## config.mk

```make
export PLATFORM = sky130hd
export DESIGN_NAME = enc8to3_serializer
export DESIGN_NICKNAME = d
export VERILOG_FILES = /design/src/rtl/enc8to3_serializer.sv
export SDC_FILE = /design/constraint.sdc
export NUM_CORES = 1
export LEC_CHECK = 0
export CORE_MARGIN = 4
export CORE_UTILIZATION = 45
export CTS_BUF_LIST = sky130_fd_sc_hd__clkbuf_4 sky130_fd_sc_hd__clkbuf_8
export CTS_CLUSTER_DIAMETER = 150
export DETAILED_ROUTE_END_ITERATION = 16
export PLACE_DENSITY_LB_ADDON = 0.25
export SETUP_SLACK_MARGIN = 0.2
export SYNTH_ARGS = -nofsm -noshare
export SYNTH_HDL_FRONTEND = slang
export SYNTH_SLANG_ARGS = --single-unit
```

## constraint.sdc

```tcl
create_clock -name clk -period 6.9 [get_ports clk]
set_input_delay 0.69 -clock clk [delete_from_list [all_inputs] [get_ports clk]]
set_output_delay 0.69 -clock clk [all_outputs]
set_load 0.005 [all_outputs]
```

## src/rtl/enc8to3_serializer.sv

```systemverilog
`default_nettype none
// ============================================================================
//  Module      : enc8to3_serializer
//  Description : Sequential 8-to-3 encoder. Emits the index of every set bit
//                of an accepted request vector, highest first, one per output
//                handshake. Optional OR-merge of new requests while draining
//                is enabled by defining ENC_MERGE_EN.
//  Revision    : 1.0 - initial release
// ============================================================================
module enc8to3_serializer #(
    parameter int N = 8,
    parameter int W = 3
) (
    input  logic         clk,
    input  logic         rst,
    input  logic [N-1:0] Y,
    input  logic         load_valid,
    output logic         load_ready,
    output logic [W-1:0] A,
    output logic         out_valid,
    input  logic         out_ready,
    output logic [W:0]   remaining,
    output logic         none,
    output logic         done
);

    localparam int         c_CNT_W   = W + 1;
    localparam logic [0:0] c_ST_IDLE = 1'b0;
    localparam logic [0:0] c_ST_BUSY = 1'b1;

    if (N != 8 || W != 3) begin : g_param_check
        $error("enc8to3_serializer supports only N=8, W=3");
    end

    logic [0:0]       r_state;
    logic [N-1:0]     r_pending;
    logic [W-1:0]     r_a;
    logic             r_out_valid;
    logic [c_CNT_W-1:0] r_remaining;
    logic             r_none;
    logic             r_done;
    logic             r_load_ready;

    logic             w_xfer;
    logic             w_load;
    logic [N-1:0]     w_served;
    logic [N-1:0]     w_pending_next;
    logic             w_pending_empty;
    logic [W-1:0]     w_a_next;
    logic [c_CNT_W-1:0] w_count_next;

    assign w_xfer   = r_out_valid & out_ready;
    assign w_load   = load_valid & r_load_ready;
    assign w_served = w_xfer ? (N'(1) << r_a) : '0;

    // Without merging, load_ready is low in BUSY, so the OR term only
    // contributes when pending is already empty.
    assign w_pending_next  = (r_pending & ~w_served) | (w_load ? Y : '0);
    assign w_pending_empty = (w_pending_next == '0);

    // Next outputs are computed from the next pending value so A and
    // remaining leave the flops already consistent with r_pending.
    always_comb begin
        w_a_next     = '0;
        w_count_next = '0;
        for (int i = 0; i < N; i++) begin
            if (w_pending_next[i]) begin
                w_a_next = W'(i);
            end
            w_count_next = w_count_next + c_CNT_W'(w_pending_next[i]);
        end
    end

    always_ff @(posedge clk) begin
        if (rst) begin
            r_state      <= c_ST_IDLE;
            r_pending    <= '0;
            r_a          <= '0;
            r_out_valid  <= 1'b0;
            r_remaining  <= '0;
            r_none       <= 1'b0;
            r_done       <= 1'b0;
            r_load_ready <= 1'b1;
        end else begin
            r_pending   <= w_pending_next;
            r_a         <= w_a_next;
            r_remaining <= w_count_next;
            r_none      <= w_load & (Y == '0);
            r_out_valid <= ~w_pending_empty;
`ifdef ENC_MERGE_EN
            r_load_ready <= 1'b1;
`else
            r_load_ready <= w_pending_empty;
`endif
            case (r_state)
                c_ST_IDLE: begin
                    r_done <= 1'b0;
                    if (!w_pending_empty) begin
                        r_state <= c_ST_BUSY;
                    end
                end
                c_ST_BUSY: begin
                    r_done <= w_xfer & w_pending_empty;
                    if (w_pending_empty) begin
                        r_state <= c_ST_IDLE;
                    end
                end
                default: begin
                    r_state <= c_ST_IDLE;
                    r_done  <= 1'b0;
                end
            endcase
        end
    end

    assign load_ready = r_load_ready;
    assign A          = r_a;
    assign out_valid  = r_out_valid;
    assign remaining  = r_remaining;
    assign none       = r_none;
    assign done       = r_done;

endmodule
`default_nettype wire

```

==> flow_metrics.env, run 1 <==
export IMPL_post_synth_top_count_cell="sky130_fd_sc_hd__dfxtp_1"
export IMPL_drt_initial_drc_count=13
export IMPL_post_drt_wl_per_cell_um=13.9
export IMPL_p_total_uw=403
export IMPL_startpoint_to_endpoint_class_of_the_critical_path="input pin to flip-flop"
export IMPL_routed_via_density=5.27
export IMPL_synth_async_reset_ratio_pct=0
export IMPL_setup_repair_after_global_routing_missed_its_margin="no"
export IMPL_synth_ff_latch_count=19
export IMPL_final_antenna_net_count=0
export IMPL_met2_wirelength_um=995
export IMPL_synth_top_flop_cell="sky130_fd_sc_hd__dfxtp_1"
export IMPL_power_density_nw_per_um2=320
export IMPL_num_io_pins=23
export IMPL_synth_top_cells_by_count="sky130_fd_sc_hd__dfxtp_1, sky130_fd_sc_hd__nor2_1, sky130_fd_sc_hd__inv_1"
export IMPL_final_period_utilization_pct=58.6
export IMPL_worst_setup_hold_path_clk_slew_ns=0.11
export IMPL_dpl_cell_area_um2=1230
export IMPL_number_of_antenna_violations_at_the_first_check_in_global_routing=0
export IMPL_drt_first_pass_iters=4
export IMPL_synth_fp_nets=122
export IMPL_grt_util_all_layers_pct=17.3
export IMPL_post_detailed_route_drc_marker_count=0
export IMPL_netlist_top_cell_by_area="sky130_fd_sc_hd__dfxtp_1"
export IMPL_netlist_area_um2=995
export IMPL_detailroute_via_count=801
export IMPL_startpoint_type="input pin"
export IMPL_first_global_vias=877
export IMPL_avgSynthCellArea_um2=9.75
export IMPL_ys_seq_area_share_pct=38.2
export IMPL_outcome="completed"
export IMPL_multi_input_gate_area_in_the_final_layout_um2=558
export IMPL_clock_insertion_delay_worst_skew_ns=0.30
export IMPL_post_cts_setup_buffer_count=0
export IMPL_finalSetupViolCount=0
export IMPL_utilization_pct=62.2
export IMPL_fp_coreArea_um2=2020
export IMPL_final_setup_tns_ns=0
export IMPL_areaGrowthSynthToFinish_pct=26.4
export IMPL_num_nets_final=146
export IMPL_finish_instance_area_um2=1260
export IMPL_htree_num_levels=1
export IMPL_timing_max_slew_rel_slack_pct=60.6
export IMPL_synth_distinct_cells=36
export IMPL_detailedPlacementHpwl_mm=1.64
export IMPL_post_route_cells_drive_above_1_share_pct=11.2
export IMPL_port_buffer_count=22
export IMPL_power_static_leakage_nw=0.520
export IMPL_gp_routability_congestion=0.848
export IMPL_seq_area_um2=380
export IMPL_synth_enable_flop_cells=0
export IMPL_fin_worst_skew_ns=0.00377
export IMPL_cp_max_fo=10
export IMPL_tritoncts="done"
export IMPL_initial_core_util_pct=49.2
export IMPL_numCtsBuffers=3
export IMPL_critical_path_required_ns=7.08
export IMPL_floorplan_die_area_um2=3030
export IMPL_first_pass_grt_wire_length_mm=3.68
export IMPL_die_w_um=55.0
export IMPL_timing_hold_violations_final=0
export IMPL_post_cts_resize_count=0
export IMPL_num_antenna_cells=0
export IMPL_total_count_of_max_transition_violations_in_the_final_report=0
export IMPL_highest_layer_used_for_signal_routing="met4"
export IMPL_clkSinkCount=19
export IMPL_routedLengthMet1_um=911
export IMPL_synth_top_area_share_pct=38.2
export IMPL_core_rowCount=16
export IMPL_grt_overflow_total=0
export IMPL_endpoint_kind="flip-flop"
export IMPL_fillers=185
export IMPL_clk_path_buf_depth=2
export IMPL_cp_arrival_ns=4.22
export IMPL_min_period_ns=4.05
export IMPL_cts_hold_buf=0
export IMPL_grt_start_max_net_pins=18
export IMPL_detailroute_wirelength_met3_um=157
export IMPL_netlist_top_cells_area="sky130_fd_sc_hd__dfxtp_1, sky130_fd_sc_hd__fa_1, sky130_fd_sc_hd__ha_1"
export IMPL_fmaxAchievable_mhz=247
export IMPL_synth_warning_count=0
export IMPL_clock_tree_root="sky130_fd_sc_hd__clkbuf_4"
export IMPL_die_height_um=55.0
export IMPL_route_final_wire_length_mm=2.12
export IMPL_syn_instance_count=102
export IMPL_max_cap_violations=0
export IMPL_hold_path_class="flip-flop to flip-flop"
export IMPL_slew_at_the_pin_closest_to_its_max_slew_limit_ns=0.589
export IMPL_worst_ir_drop_vdd_mv=0.239
-- layer usage --
| metal | track usage [%] | vias to the layer above |
|---|---|---|
| li1 | - | 397 |
| met1 | 19.7 | 374 |
| met2 | 28.3 | 25 |
| met3 | 4.29 | 5 |
| met4 | 11.7 | 0 |
| met5 | 0 | - |
-- power breakdown --
part / internal [mW] / total [mW] / switching, mW
combinational: 0.0993 / 0.202 / 0.102
sequential: 0.130 / 0.144 / 0.0139
clock: 0.0216 / 0.0569 / 0.0353
-- area by class of cell --
class	instances	area share, %
flip-flops and latches	19	30.2
repair buffers	22	17.5
inverters	10	2.99
multi-input cells	70	44.4
clock buffers	3	1.79
clock inverters	1	0.398
well taps	27	2.69
-- flip-flops by register name, indices dropped and copies added (netlist names) --
signal      cells
r_pending       8
A               3
done            1
load_ready      1
none            1
r_state         1
remaining       4
-- worst paths after layout --
check,endpoint,cells past startpoint,start,slack [ns]
hold / removal,r_pending[5]$_SDFF_PP0_,2,r_pending[5]$_SDFF_PP0_,0.54
hold reg to reg,r_pending[5]$_SDFF_PP0_,2,r_pending[5]$_SDFF_PP0_,0.54
setup reg to reg,remaining[2]$_SDFF_PP0_,14,A[1]$_SDFF_PP0_,3.30
setup / recovery,remaining[2]$_SDFF_PP0_,15,load_valid,2.85
-- cell usage in the layout (no fill, tap or decap), types with 2 or more instances in the layout --
| cell | Yosys | final |
|---|---|---|
| sky130_fd_sc_hd__nand3_1 | 3 | 3 |
| sky130_fd_sc_hd__nor4_1 | 2 | 2 |
| sky130_fd_sc_hd__clkdlybuf4s50_1 | 0 | 22 |
| sky130_fd_sc_hd__dfxtp_1 | 19 | 19 |
| sky130_fd_sc_hd__a21boi_1 | 2 | 2 |
| sky130_fd_sc_hd__nor2_1 | 12 | 12 |
| sky130_fd_sc_hd__ha_1 | 4 | 4 |
| sky130_fd_sc_hd__a21oi_1 | 5 | 5 |
| sky130_fd_sc_hd__o21a_1 | 3 | 3 |
| sky130_fd_sc_hd__a22oi_2 | 2 | 2 |
| sky130_fd_sc_hd__nor2b_1 | 2 | 2 |
| sky130_fd_sc_hd__nand2_1 | 8 | 8 |
| sky130_fd_sc_hd__nand2b_1 | 2 | 2 |
| sky130_fd_sc_hd__inv_1 | 10 | 10 |
| sky130_fd_sc_hd__o21ai_0 | 2 | 2 |
| sky130_fd_sc_hd__fa_1 | 4 | 4 |
| sky130_fd_sc_hd__clkbuf_4 | 0 | 3 |
-- logic make-up (layout without fill, tap and decap cells) --
kind of cell / Yosys count / count (layout) / share of synthesized area (%)
AND/OR/NAND/NOR: 40 / 40 / 23.9
AO/OA/AOI/OAI: 21 / 21 / 18.2
flip-flops: 19 / 19 / 38.2
buffers and inverters: 13 / 36 / 5.66
adder cells (fa/ha/maj): 8 / 8 / 13.1
XOR/XNOR: 1 / 1 / 0.881
-- critical path: stages --
cell and delay, ns:
sky130_fd_sc_hd__clkdlybuf4s50_1 0.40, sky130_fd_sc_hd__and2_4 0.21, sky130_fd_sc_hd__a22o_1 0.25, sky130_fd_sc_hd__a21oi_1 0.35
sky130_fd_sc_hd__fa_1 0.50, sky130_fd_sc_hd__inv_1 0.08, sky130_fd_sc_hd__fa_1 0.40, sky130_fd_sc_hd__inv_1 0.08
sky130_fd_sc_hd__fa_1 0.42, sky130_fd_sc_hd__inv_1 0.07, sky130_fd_sc_hd__ha_1 0.15, sky130_fd_sc_hd__inv_1 0.05
sky130_fd_sc_hd__fa_1 0.37, sky130_fd_sc_hd__xor2_1 0.14, sky130_fd_sc_hd__nor2_1 0.05
-- metrics by stage --
stage | cells | worst slack [ns] | hold slack [ns]
5_1_grt | 152 | 2.58 | 0.573
3_5_place_dp | 148 | 2.54 | 0.522
4_1_cts | 152 | 2.81 | 0.538
3_3_place_gp | 148 | 2.58 | 0.518
6_report | 152 | 2.85 | 0.537
2_1_floorplan | 102 | 3.12 | 0.500
Note: power is estimated with default switching activity, not from simulation.
==> inputs of run 2 (changes only) <==
Clock period 6.9 ns to 3.51 ns, I/O delays scaled along.
==> run 2 against run 1 <==
Net effect:
- sequential share of layout area fell by 2.4 points
- via count is 6.5% higher
- highest routed layer unchanged
- clock skew grew 0.0077 ns
- die area is the same
- combinational power increased by 130%
==> flow_metrics.env, run 2 (synthesis gave the netlist of run 1 again) <==
export IMPL_clkSinkCount=19
export IMPL_layout_commonest_cell="sky130_fd_sc_hd__clkdlybuf4s50_1"
export IMPL_startpoint_to_endpoint_class_of_the_critical_path="flip-flop to flip-flop"
export IMPL_worst_setup_hold_path_clk_slew_ns=0.11
export IMPL_endpoint_kind="flip-flop"
export IMPL_max_cap_violations=0
export IMPL_routed_via_density=5.17
export IMPL_outcome="completed"
export IMPL_mostFrequentLayoutCells="sky130_fd_sc_hd__clkdlybuf4s50_1, sky130_fd_sc_hd__dfxtp_1, sky130_fd_sc_hd__buf_4"
export IMPL_hold_path_class="flip-flop to flip-flop"
export IMPL_grt_util_all_layers_pct=17.9
export IMPL_route_final_wire_length_mm=2.33
export IMPL_total_count_of_max_transition_violations_in_the_final_report=0
export IMPL_cp_max_fo=4
export IMPL_grt_overflow_total=0
export IMPL_post_drt_wl_per_cell_um=14.1
export IMPL_largest_register_ff_count=8
export IMPL_cts_hold_buf=0
export IMPL_setup_repair_after_global_routing_missed_its_margin="yes"
export IMPL_num_io_pins=23
export IMPL_drt_first_pass_iters=4
export IMPL_num_antenna_cells=0
export IMPL_top_register="r_pending"
export IMPL_fmaxAchievable_mhz=295
export IMPL_tritoncts="done"
export IMPL_num_nets_final=159
export IMPL_detailedPlacementHpwl_mm=1.81
export IMPL_clk_path_buf_depth=2
export IMPL_p_total_uw=855
export IMPL_min_period_ns=3.39
export IMPL_timing_critical_path_cells="or2_4 > o21a_1 > a21oi_2 > fa_1 > inv_1 > fa_1 > inv_1 > fa_1 > inv_1 > ha_2 > inv_2 > fa_2 > nor2_1"
export IMPL_finalSetupViolCount=0
export IMPL_numCtsBuffers=3
export IMPL_power_static_leakage_nw=0.590
export IMPL_die_w_um=55.0
export IMPL_port_buffer_count=22
export IMPL_slew_at_the_pin_closest_to_its_max_slew_limit_ns=0.583
export IMPL_cell_with_the_biggest_individual_delay_on_the_critical_path="sky130_fd_sc_hd__fa_2"
export IMPL_fin_worst_skew_ns=0.0115
export IMPL_fp_coreArea_um2=2020
export IMPL_worst_ir_drop_vdd_mv=0.488
export IMPL_startpoint_type="flip-flop"
export IMPL_final_antenna_net_count=0
export IMPL_initial_core_util_pct=49.2
export IMPL_post_detailed_route_drc_marker_count=0
export IMPL_critPathMaxStageDelay_ns=0.50
export IMPL_timing_max_slew_rel_slack_pct=61.0
export IMPL_first_pass_grt_wire_length_mm=3.74
export IMPL_drt_initial_drc_count=8
export IMPL_clock_insertion_delay_worst_skew_ns=0.30
export IMPL_floorplan_die_area_um2=3030
export IMPL_gp_routability_congestion=0.907
export IMPL_final_period_utilization_pct=96.6
export IMPL_timing_hold_violations_final=0
export IMPL_detailroute_via_count=853
export IMPL_utilization_pct=68.9
export IMPL_first_global_vias=877
export IMPL_htree_num_levels=1
export IMPL_clock_tree_root="sky130_fd_sc_hd__clkbuf_4"
export IMPL_core_rowCount=16
export IMPL_number_of_antenna_violations_at_the_first_check_in_global_routing=0
export IMPL_grt_start_max_net_pins=18
export IMPL_power_density_nw_per_um2=614
export IMPL_areaGrowthSynthToFinish_pct=40.0
export IMPL_cp_arrival_ns=3.56
export IMPL_critical_path_required_ns=3.67
export IMPL_post_route_cells_drive_above_1_share_pct=26.8
export IMPL_die_height_um=55.0
run 2: cell types whose count changed in the layout (fill, tap and decap cells not counted), moves of 2 or more:
cell                      change
sky130_fd_sc_hd__buf_4       +13
sky130_fd_sc_hd__dfxtp_1      -4
sky130_fd_sc_hd__dfxtp_2      +3
sky130_fd_sc_hd__a21oi_1      -2
run 2: layout make-up:
| type | count | area [um2] |
|---|---|---|
| clock buffers | 3 | 22.5 |
| clock inverters | 1 | 5.00 |
| fillers | 160 | 629 |
| inverters | 10 | 37.5 |
| multi-input cells | 70 | 589 |
| flip-flops and latches | 19 | 388 |
| well taps | 27 | 33.8 |
| repair buffers | 35 | 317 |
run 2: repair_timing:
action / CTS / global route
gates resized for setup: 8 / 4
setup buffers: 5 / 0
pin swaps: 6 / 4
endpoints found under the setup margin: 2 / 2
run 2: layer usage:
metal  GRT usage (%)  vias up  routed length, um
met3            3.49        6                136
met2            31.9       25               1200
li1                -      423                  -
met4            10.9        0                 71
met1            19.4      399                920
met5               0        -                  0
run 2: final timing paths:
check,from,to,slack [ns],depth (start not counted)
setup / recovery,A[1]$_SDFF_PP0_,remaining[1]$_SDFF_PP0_,0.12,13
hold / removal,r_pending[5]$_SDFF_PP0_,r_pending[5]$_SDFF_PP0_,0.53,2
setup reg to reg,A[1]$_SDFF_PP0_,remaining[1]$_SDFF_PP0_,0.12,13
hold reg to reg,r_pending[5]$_SDFF_PP0_,r_pending[5]$_SDFF_PP0_,0.53,2
run 2: worst max-delay path, delay by kind of cell, from the launching register on:
kind / cells / cell delay [ns]
fa+ha+maj: 5 / 1.94
compound gates: 2 / 0.38
flops: 1 / 0.37
simple gates: 2 / 0.29
buf+inv: 4 / 0.26
run 2: per-stage QoR:
| stage | instances | worst slack, ns | hold slack, ns | setup TNS (ns) | area (um2) |
|---|---|---|---|---|---|
| 6_report | 165 | 0.119 | 0.533 | 0 | 1390 |
| 4_1_cts | 165 | 0.132 | 0.534 | 0 | 1370 |
| 5_1_grt | 165 | -0.0290 | 0.568 | -0.0543 | 1390 |
| 3_3_place_gp | 156 | -0.361 | 0.514 | -0.668 | 1300 |
| 3_5_place_dp | 156 | -0.411 | 0.520 | -0.746 | 1300 |
| 2_1_floorplan | 102 | 0.188 | 0.427 | 0 | 1000 |
run 2: report_power, final:
group	internal (mW)	total, mW	switching (mW)
registers	0.258	0.285	0.0261
logic	0.238	0.461	0.224
clock network	0.0424	0.109	0.0664
==> inputs of run 3 (changes only) <==
Settings changed: TNS_END_PERCENT set to 1.
==> run 3 against run 2 <==
Net effect:
- clock power about the same
- critical path depth unchanged
- total power decreased by 0.15%
- register-to-register slack barely moved
- setup slack improved by 0.0038 ns
- first-iteration DRC count did not move
- via count grew 1.1%
- combinational power about the same
- maximum frequency rose by 0.11%
- largest power group unchanged
- hold slack about the same
==> flow_metrics.env, run 3 (synthesis gave the netlist of run 1 again) <==
export IMPL_slew_at_the_pin_closest_to_its_max_slew_limit_ns=0.589
export IMPL_intPower_uw=537
export IMPL_switching_share_of_power_pct=37.1
export IMPL_timing_hold_violations_final=0
export IMPL_setup_repair_after_global_routing_missed_its_margin="yes"
export IMPL_worst_ir_drop_vdd_mv=0.482
export IMPL_die_w_um=55.0
export IMPL_min_period_ns=3.39
export IMPL_proportion_of_power_drawn_by_the_clock_network_pct=12.7
export IMPL_fmaxAchievable_mhz=295
export IMPL_port_buffer_count=22
export IMPL_route_final_wire_length_mm=2.34
export IMPL_timing_max_slew_rel_slack_pct=60.6
export IMPL_grt_overflow_total=0
export IMPL_gp_routability_congestion=0.907
export IMPL_floorplan_die_area_um2=3030
export IMPL_first_global_vias=877
export IMPL_num_nets_final=159
export IMPL_multi_input_gate_area_in_the_final_layout_um2=589
export IMPL_clkSinkCount=19
export IMPL_hold_path_class="flip-flop to flip-flop"
export IMPL_number_of_antenna_violations_at_the_first_check_in_global_routing=0
export IMPL_post_drt_wl_per_cell_um=14.2
export IMPL_post_detailed_route_drc_marker_count=0
export IMPL_cp_max_fo=4
export IMPL_drt_first_pass_iters=4
export IMPL_outcome="completed"
export IMPL_finalSetupViolCount=0
export IMPL_layout_commonest_cell="sky130_fd_sc_hd__clkdlybuf4s50_1"
export IMPL_endpoint_kind="flip-flop"
export IMPL_numCtsBuffers=3
export IMPL_final_setup_tns_ns=0
export IMPL_power_frac_comb_pct=54.0
export IMPL_finish_instance_area_um2=1390
export IMPL_mostFrequentLayoutCells="sky130_fd_sc_hd__clkdlybuf4s50_1, sky130_fd_sc_hd__dfxtp_1, sky130_fd_sc_hd__buf_4"
export IMPL_largest_register_ff_count=8
export IMPL_num_io_pins=23
export IMPL_critical_path_required_ns=3.67
export IMPL_grt_util_all_layers_pct=17.9
export IMPL_routed_via_density=5.22
export IMPL_startpoint_type="flip-flop"
export IMPL_fin_worst_skew_ns=0.0116
export IMPL_total_count_of_max_transition_violations_in_the_final_report=0
export IMPL_critPathMaxStageDelay_ns=0.50
export IMPL_core_rowCount=16
export IMPL_die_height_um=55.0
export IMPL_top_register="r_pending"
export IMPL_netSwitchingPower_uw=316
export IMPL_post_route_cells_drive_above_1_share_pct=26.8
export IMPL_timing_critical_path_cells="or2_4 > o21a_1 > a21oi_2 > fa_1 > inv_1 > fa_1 > inv_1 > fa_1 > inv_1 > ha_2 > inv_2 > fa_2 > nor2_1"
export IMPL_worst_setup_hold_path_clk_slew_ns=0.11
export IMPL_power_static_leakage_nw=0.590
export IMPL_drt_initial_drc_count=8
export IMPL_seq_area_um2=388
export IMPL_detailroute_via_count=862
export IMPL_areaGrowthSynthToFinish_pct=40.0
export IMPL_cell_with_the_biggest_individual_delay_on_the_critical_path="sky130_fd_sc_hd__fa_2"
export IMPL_clock_tree_root="sky130_fd_sc_hd__clkbuf_4"
export IMPL_startpoint_to_endpoint_class_of_the_critical_path="flip-flop to flip-flop"
export IMPL_num_antenna_cells=0
export IMPL_final_antenna_net_count=0
export IMPL_p_total_uw=853
export IMPL_clock_insertion_delay_worst_skew_ns=0.30
export IMPL_detailedPlacementHpwl_mm=1.81
export IMPL_fillers=160
export IMPL_clk_path_buf_depth=2
export IMPL_cp_arrival_ns=3.55
export IMPL_pwr_share_seq_pct=33.3
export IMPL_fp_coreArea_um2=2020
export IMPL_max_cap_violations=0
export IMPL_initial_core_util_pct=49.2
export IMPL_first_pass_grt_wire_length_mm=3.74
export IMPL_htree_num_levels=1
export IMPL_power_density_nw_per_um2=613
export IMPL_dpl_cell_area_um2=1300
export IMPL_grt_start_max_net_pins=18
export IMPL_tritoncts="done"
export IMPL_final_period_utilization_pct=96.5
-- run 3: path summary, 6_finish.rpt --
| check | from | endpoint | slack [ns] | cells past startpoint |
|---|---|---|---|---|
| setup / recovery | A[1]$_SDFF_PP0_ | remaining[1]$_SDFF_PP0_ | 0.12 | 13 |
| hold / removal | r_pending[5]$_SDFF_PP0_ | r_pending[5]$_SDFF_PP0_ | 0.53 | 2 |
| setup reg to reg | A[1]$_SDFF_PP0_ | remaining[1]$_SDFF_PP0_ | 0.12 | 13 |
| hold reg to reg | r_pending[5]$_SDFF_PP0_ | r_pending[5]$_SDFF_PP0_ | 0.53 | 2 |
-- run 3: repair_timing --
item | CTS | global route
endpoints found under the setup margin | 2 | 2
setup buffers | 5 | 0
pin swaps | 6 | 5
hold buffers | 0 | 0
resized for setup | 7 | 5
-- run 3: through the flow --
stage,utilization (%),setup WS (ns),std cells,hold WS [ns]
6_report,68.9,0.122,165,0.533
3_5_place_dp,64.2,-0.411,156,0.520
2_1_floorplan,-,0.188,102,0.427
3_3_place_gp,64.2,-0.361,156,0.514
4_1_cts,67.9,0.125,165,0.534
5_1_grt,68.9,-0.0247,165,0.568
-- run 3: cell type report --
type,instances,area share (%)
clock buffers,3,1.62
clock inverters,1,0.359
inverters,10,2.70
multi-input cells,70,42.3
flip-flops and latches,19,27.9
well taps,27,2.43
repair buffers,35,22.7
-- run 3: per-layer routing --
metal,GRT usage [%],share of wire [%]
met1,19.4,39
met2,31.9,52
met3,3.49,5.9
met4,10.9,3.0
met5,0,0
-- run 3: worst max-delay path: cells and delay by family, from the launching register on --
kind / cells / cell delay [ns]
compound gates: 2 / 0.38
fa+ha+maj: 5 / 1.93
flops: 1 / 0.37
buf+inv: 4 / 0.27
simple gates: 2 / 0.29
-- run 3: power groups by stage --
stage / Clock [mW] / Combinational, mW / Sequential, mW
3_3_place_gp: 0 / 0.422 / 0.284
5_1_grt: 0.122 / 0.534 / 0.289
4_1_cts: 0.113 / 0.463 / 0.282
2_1_floorplan: 0 / 0.283 / 0.284
3_5_place_dp: 0 / 0.436 / 0.287
6_report: 0.108 / 0.460 / 0.285
